[src/rtl/mem_bus_arbiter.sv]
// rtl/mem_bus_arbiter.sv - data-first arbiter sharing one memory port between instruction and data buses
// Optional macro ARB_TIMEOUT_EN: aborts stalled transfers with oBusErr and 32'hDEADBEEF read data.
module mem_bus_arbiter #(
  parameter int MAX_D_BURST = 4,
  parameter int TIMEOUT     = 255
) (
  input  logic        iCLK,
  input  logic        iRST_N,
  input  logic        iIReq,
  input  logic        iIWe,
  input  logic [3:0]  iIBe,
  input  logic [31:0] iIAddr,
  input  logic [31:0] iIWdata,
  output logic        oIAck,
  output logic [31:0] oIRdata,
  input  logic        iDReq,
  input  logic        iDWe,
  input  logic [3:0]  iDBe,
  input  logic [31:0] iDAddr,
  input  logic [31:0] iDWdata,
  output logic        oDAck,
  output logic [31:0] oDRdata,
  output logic        oMReq,
  output logic        oMWe,
  output logic [3:0]  oMBe,
  output logic [31:0] oMAddr,
  output logic [31:0] oMWdata,
  input  logic        iMAck,
  input  logic [31:0] iMRdata,
  output logic [1:0]  oOwner,
  output logic        oBusErr
);

  localparam int BW = $clog2(MAX_D_BURST + 1);
  localparam logic [BW-1:0] BURST_MAX = BW'(MAX_D_BURST);

  typedef enum logic [1:0] {
    IDLE = 2'd0,
    BUSY = 2'd1,
    RESP = 2'd2
  } state_t;

  state_t        state;
  logic          runEn;
  logic [BW-1:0] burstCnt;
  logic          burstFull;
  logic          grantD;
  logic          grantI;

  if (MAX_D_BURST < 1 || TIMEOUT < 1) begin : gBadParam
    $error("mem_bus_arbiter: MAX_D_BURST and TIMEOUT must both be at least 1");
  end

  // Data wins unless it has already taken MAX_D_BURST grants in a row while instruction waits
  assign burstFull = (burstCnt == BURST_MAX);
  assign grantD    = iDReq && !(iIReq && burstFull);
  assign grantI    = iIReq && !grantD;

`ifdef ARB_TIMEOUT_EN
  localparam int TW = $clog2(TIMEOUT + 1);
  localparam logic [TW-1:0] TMO_LAST = TW'(TIMEOUT - 1);
  logic [TW-1:0] tmoCnt;
`else
  assign oBusErr = 1'b0;
`endif

  // Arbitration is held off for one edge after reset release so the first grant sees settled inputs
  always_ff @(posedge iCLK or negedge iRST_N) begin
    if (!iRST_N) begin
      runEn <= 1'b0;
    end else begin
      runEn <= 1'b1;
    end
  end

  // Arbiter FSM: grant in IDLE, hold the memory request in BUSY, one-cycle ack pulse in RESP
  always_ff @(posedge iCLK or negedge iRST_N) begin
    if (!iRST_N) begin
      state    <= IDLE;
      burstCnt <= '0;
      oMReq    <= 1'b0;
      oMWe     <= 1'b0;
      oMBe     <= '0;
      oMAddr   <= '0;
      oMWdata  <= '0;
      oOwner   <= 2'b00;
      oIAck    <= 1'b0;
      oDAck    <= 1'b0;
      oIRdata  <= '0;
      oDRdata  <= '0;
`ifdef ARB_TIMEOUT_EN
      tmoCnt   <= '0;
      oBusErr  <= 1'b0;
`endif
    end else begin
      oIAck <= 1'b0;
      oDAck <= 1'b0;
`ifdef ARB_TIMEOUT_EN
      oBusErr <= 1'b0;
`endif
      case (state)
        IDLE: begin
          if (runEn) begin
            if (!iIReq) begin
              burstCnt <= '0;
            end
`ifdef ARB_TIMEOUT_EN
            tmoCnt <= '0;
`endif
            if (grantD) begin
              oMReq   <= 1'b1;
              oMWe    <= iDWe;
              oMBe    <= iDBe;
              oMAddr  <= iDAddr;
              oMWdata <= iDWdata;
              oOwner  <= 2'b10;
              state   <= BUSY;
              if (iIReq && !burstFull) begin
                burstCnt <= burstCnt + 1'b1;
              end
            end else if (grantI) begin
              oMReq    <= 1'b1;
              oMWe     <= iIWe;
              oMBe     <= iIBe;
              oMAddr   <= iIAddr;
              oMWdata  <= iIWdata;
              oOwner   <= 2'b01;
              burstCnt <= '0;
              state    <= BUSY;
            end
          end
        end
        BUSY: begin
          if (iMAck) begin
            oMReq <= 1'b0;
            state <= RESP;
            if (oOwner == 2'b01) begin
              oIAck <= 1'b1;
              if (!oMWe) begin
                oIRdata <= iMRdata;
              end
            end else begin
              oDAck <= 1'b1;
              if (!oMWe) begin
                oDRdata <= iMRdata;
              end
            end
          end
`ifdef ARB_TIMEOUT_EN
          else if (tmoCnt == TMO_LAST) begin
            oMReq   <= 1'b0;
            oBusErr <= 1'b1;
            state   <= RESP;
            if (oOwner == 2'b01) begin
              oIAck   <= 1'b1;
              oIRdata <= 32'hDEADBEEF;
            end else begin
              oDAck   <= 1'b1;
              oDRdata <= 32'hDEADBEEF;
            end
          end else begin
            tmoCnt <= tmoCnt + 1'b1;
          end
`endif
        end
        RESP: begin
          state  <= IDLE;
          oOwner <= 2'b00;
        end
        default: begin
          state <= IDLE;
        end
      endcase
    end
  end

endmodule

[config.mk]
export PLATFORM = sky130hd
export DESIGN_NAME = mem_bus_arbiter
export DESIGN_NICKNAME = d
export VERILOG_FILES = /design/src/rtl/mem_bus_arbiter.sv
export SDC_FILE = /design/constraint.sdc
export NUM_CORES = 1
export LEC_CHECK = 0
export CORE_UTILIZATION = 40
export CTS_CLUSTER_DIAMETER = 40
export DETAILED_ROUTE_END_ITERATION = 8
export PLACE_DENSITY_LB_ADDON = 0.25
export SLEW_MARGIN = 10
export SYNTH_ARGS = -nofsm -noshare
export SYNTH_HDL_FRONTEND = slang
export SYNTH_SLANG_ARGS = --single-unit
[constraint.sdc]
create_clock -name iCLK -period 2.25 [get_ports iCLK]
set_clock_uncertainty 0.05 [all_clocks]
set_input_delay 0.3375 -clock iCLK [delete_from_list [all_inputs] [get_ports iCLK]]
set_output_delay 0.3375 -clock iCLK [all_outputs]
set_load 0.02 [all_outputs]
# ---- After elaboration in Yosys (flattened, before gate mapping)
# Index checks and enable logic that the tools add are counted.
dict set report word_totals {
  output_inout_bits 139
  inputBits 175
  ff_bits 144
}
dict set report classes {
  eq_ne 7
  mux 31
  addsub 1
  bitwise_logic 2
  reduce_logical 18
}
# op n
set op_table {}
lappend op_table {{$mux W32} 4}
lappend op_table {{$mux W1} 12}
lappend op_table {{$mux W2} 6}
lappend op_table {{$mux W3} 4}
lappend op_table {{$reduce_and A4 Y1} 3}
lappend op_table {{$reduce_and A3 Y1} 3}
lappend op_table {{$mux W4} 2}
lappend op_table {{$pmux W2 S2} 2}
lappend op_table {{$reduce_bool A2 Y1} 3}
lappend op_table {{$eq A2 B1 Y1 const B} 2}
lappend op_table {{$logic_and A1 B1 Y1} 4}
lappend op_table {{$ne A2 B2 Y1 const B} 2}
lappend op_table {{$add A3 B1 Y3 const B} 1}
lappend op_table {{$eq A3 B3 Y1 const B} 1}
lappend op_table {{$logic_not A1 Y1} 3}
lappend op_table {{$ne A3 B3 Y1 const B} 1}
lappend op_table {{$eq A2 B2 Y1 const B} 1}
lappend op_table {{$logic_not A2 Y1} 1}
lappend op_table {{$not A1 Y1} 2}
lappend op_table {{$pmux W1 S2} 1}
lappend op_table {{$reduce_and A2 Y1} 1}

# ---- Logic depth before layout (Yosys ltp)
dict set report logic_depth {
  ltp_word 10
  depth_mapped 7
  depth_no_buf 5
}

# ---- Worst setup path before layout
# No wires, ideal clock.
dict set report synth_timing {
  path_kind {register -> register}
  start {register burstCnt[0]}
  end {register oMAddr[28]}
  path_stages_with_launch 8
  arrival_time_ns 1.589
  slack_ns 0.485
  n_path_buf 2
  period_less_slack_ns 1.765
  cell_sequence {dfrtp_1 inv_1 ha_1 nand2_1 o211a_1 clkbuf_1 clkbuf_1 a221o_1}
}
dict set report synth_between {
  elab_chain_cells 8
}
# element line_no
set synth_rtl {}
lappend synth_rtl {{from (decl)} 45} ;# logic [BW-1:0] burstCnt;
lappend synth_rtl {{from (signal assigned)} 119} ;# burstCnt <= burstCnt + 1'b1;
lappend synth_rtl {{$eq A3 B3 Y1 (*)} 55} ;# assign burstFull = (burstCnt == BURST_MAX);
lappend synth_rtl {{$logic_and A1 B1 Y1 (*)} 56} ;# assign grantD = iDReq && !(iIReq && burstFull);
lappend synth_rtl {{$logic_not A1 Y1 (*)} 56}
lappend synth_rtl {{$logic_and A1 B1 Y1 (*)} 56}
lappend synth_rtl {{$logic_not A1 Y1} 57} ;# assign grantI = iIReq && !grantD;
lappend synth_rtl {{$logic_and A1 B1 Y1} 57}
lappend synth_rtl {{$reduce_bool A2 Y1 (no line)} -}
lappend synth_rtl {{$reduce_and A3 Y1 (no line)} -}
lappend synth_rtl {{to (signal assigned)} 114} ;# oMAddr <= iDAddr;
lappend synth_rtl {{to (signal assigned)} 125} ;# oMAddr <= iIAddr;
lappend synth_rtl {{to (decl)} 26} ;# output logic [31:0] oMAddr,
# Every way passes the cells marked *; elsewhere a longest branch is shown, timed or not.
# A chain may end at the register's enable or synchronous reset.

# ---- Worst setup path in the final report
dict set report layout_timing {
  start {register state[0]}
  end {register oMAddr[6]}
}
dict set report layout_between {
  elab_chain_cells 2
}
# element line_no
set layout_rtl {}
lappend layout_rtl {{from (decl)} 43} ;# state_t state;
lappend layout_rtl {{from (signal assigned)} 79} ;# state <= IDLE;
lappend layout_rtl {{from (signal assigned)} 117} ;# state <= BUSY;
lappend layout_rtl {{from (signal assigned)} 129} ;# state <= BUSY;
lappend layout_rtl {{$logic_not A2 Y1} 101} ;# case (state)
lappend layout_rtl {{$reduce_and A3 Y1 (no line)} -}
# Every way passes these cells.

==> flow_summary.ini <==
[placed_design]
dp.final_hpwl_um = 13000
portBuffers = 312
gp_congestion = 0.784
dp.cells = 896

[final_layout]
mostFrequentLayoutCells = clkdlybuf4s50_1, dfrtp_1, a21boi_0, a221o_1, mux2_2
syn_to_final_growth_pct = 65.8
layout-drive-gt1-share_pct = 14.2
final_common_cell = clkdlybuf4s50_1
stdcell_count = 929
diodes = 0
fin_nets = 909

[synthesis]
synth_top_area_share_pct = 59.7
yosys_warnings = 0
synth-seq-cells = 144
ys_seq_area_share_pct = 59.7
async_reset_ff_share_pct = 100
syn_area_sq_um = 6040
synth_edf_count = 0
ys_types = 31
ys_top_cells_by_area = dfrtp_1, a221o_1, mux2_2, a21boi_0, buf_6
syn_inst = 425
synth_area_leader_cell = dfrtp_1
syn_area_per_cell_sq_um = 14.2
synth_fp_nets = 602
synth_top_flop_cell = dfrtp_1

[floorplan]
core_sq_um = 14600
dieArea_sq_um = 15600
initial_core_util_pct = 41.2
std_cell_rows = 44
die_h_um = 125
die_x_um = 125
io_pins = 314

[grt]
grt_pass1_vias = 5374
grt.overflow.total = 0
antenna_found_initial = 0
grt_start_max_net_pins = 58
grt_usage_pct = 23.9
grt_pass1_wl_um = 28500

[route]
ant_nets = 0
routed_wl_um = 18200
drt_iter0_drc = 234
via_per_inst = 5.36
remaining_drc_errors = 42
post_drt_wl_per_cell_um = 19.6
first_pass_iters = 6
num_vias = 4981

[critical_path]
crit_fanout = 30
reg2reg_depth = 4
worstSetupPathType = reg -> reg
path_cells = or3b_4 > a211oi_4 > buf_4 > a221o_1
crit_path_max_incr_delay_ps = 460
r2r_start = state[0]
cp-end-kind = flip-flop
crit_slowest_cell = dfrtp_1
critPathRequiredTime_ps = 2550
arrival_ps = 2230
start_kind = flip-flop
r2r_setup_slack_ps = 320
r2r_end = oMAddr[6]

[outcome]
failed_checks = DRC
outcome = complete, but fails checks

[sta]
tightest_slew_ps = 539
slew_viol_final = 0
setup_viol = 0
finalSetupTns_ps = 0
rsz0062_at_grt = false
fmax_ghz = 0.519
timing.hold.ws_ps = 416
fin_crit_sh_pct = 85.6
max-slew-margin-rel_pct = 64.1
period_minus_slack_ps = 1930
hold_viol = 0

[clock_tree]
path_clk_slew_ps = 60
clockBufferDepth = 2
htreeDepth = 4
cts_root_buffer = clkbuf_16
clock-sinks = 144
cts_resized = 0
numCtsBuffers = 17
post-cts-setup-buffers = 0
clock_latency_ps = 420
cts_tree = done

[power]
power.density_nw_per_um2 = 1250
ir_drop_mv = 0.552
p_leak_nw = 4.25

[hold_path]
worstHoldPathType = in -> async

[run]
maxCapViolCount = 0
worst max path at each step:
stage,start,end,slack [ps],cells after the start
2_1_floorplan,burstCnt[0],oMAddr[28],490,7
3_3_place_gp,iMAck,oIRdata[29],100,5
3_5_place_dp,iMAck,oIRdata[29],50,5
4_1_cts,state[0],oMAddr[6],330,4
5_1_grt,burstCnt[0],oMAddr[6],220,6
6_report,state[0],oMAddr[6],320,4
kinds of logic after synthesis:
group / after synthesis / share of synthesized area (%)
compound gates: 148 / 21.4
fa+ha+maj: 2 / 0.414
buf+inv: 45 / 4.33
flops: 144 / 59.7
mux: 65 / 12.1
other cells: 2 / 0.124
simple gates: 19 / 1.97
worst max-delay path, delay by kind of cell (launching register included):
kind                   cells  cell delay [ps]
AO/OA/AOI/OAI              2              500
buffers and inverters      1              370
flip-flops                 1              460
AND/OR/NAND/NOR            1              460
registers in the layout, indices dropped and copies added (netlist names):
name	count
oIRdata	32
oMWe	1
state	2
oMReq	1
oDAck	1
burstCnt	3
oOwner	2
oDRdata	32
oMAddr	32
runEn	1
oMBe	4
oIAck	1
oMWdata	32
cells in the mapped netlist (2+ instances only):
master	number
a21o_1	2
buf_6	10
nor2_1	3
o21ai_0	2
nand4_1	2
clkbuf_1	24
a221o_1	69
or3_1	2
dfrtp_1	144
mux2_1	9
buf_4	4
a21boi_0	69
ha_1	2
conb_1	2
buf_2	2
nand2_1	5
mux2_2	55
inv_1	5
nand2b_1	2
metrics by stage:
stage	setup slack (ps)	power, mW	util (%)	instance area (sq um)
floorplan	485	6.63	-	6040
global placement	104	9.29	63.9	9360
global route	220	13.0	68.4	10000
detailed placement	49.7	9.46	63.9	9360
finish	323	12.5	68.4	10000
CTS	325	12.6	68.4	10000
area by class of cell:
type                    instances  area (sq um)
well taps                     184           230
inverters                       5          18.8
clock inverters                10           181
repair buffers                328          3330
multi-input cells             236          2180
clock buffers                  22           464
fillers                      1046          4630
flip-flops and latches        144          3600
report_power, final:
| part | leakage, nW | internal, mW | switching [mW] |
|---|---|---|---|
| Combinational | 2.14 | 2.84 | 2.43 |
| Clock | 0.314 | 2.02 | 1.06 |
| Sequential | 1.79 | 3.58 | 0.560 |
| Total | 4.25 | 8.45 | 4.05 |
layer usage:
| layer | track usage (%) | share of wire [%] |
|---|---|---|
| met5 | 0 | 0 |
| met4 | 10.5 | 3.0 |
| met3 | 7.69 | 8.4 |
| met2 | 40.9 | 50 |
| met1 | 27.2 | 38 |
timing repair:
action	in CTS	in global routing
hold endpoints to repair	55	0
endpoints found under the setup margin	0	0
hold buffers	1	0
(Power assumes the default switching activity.)
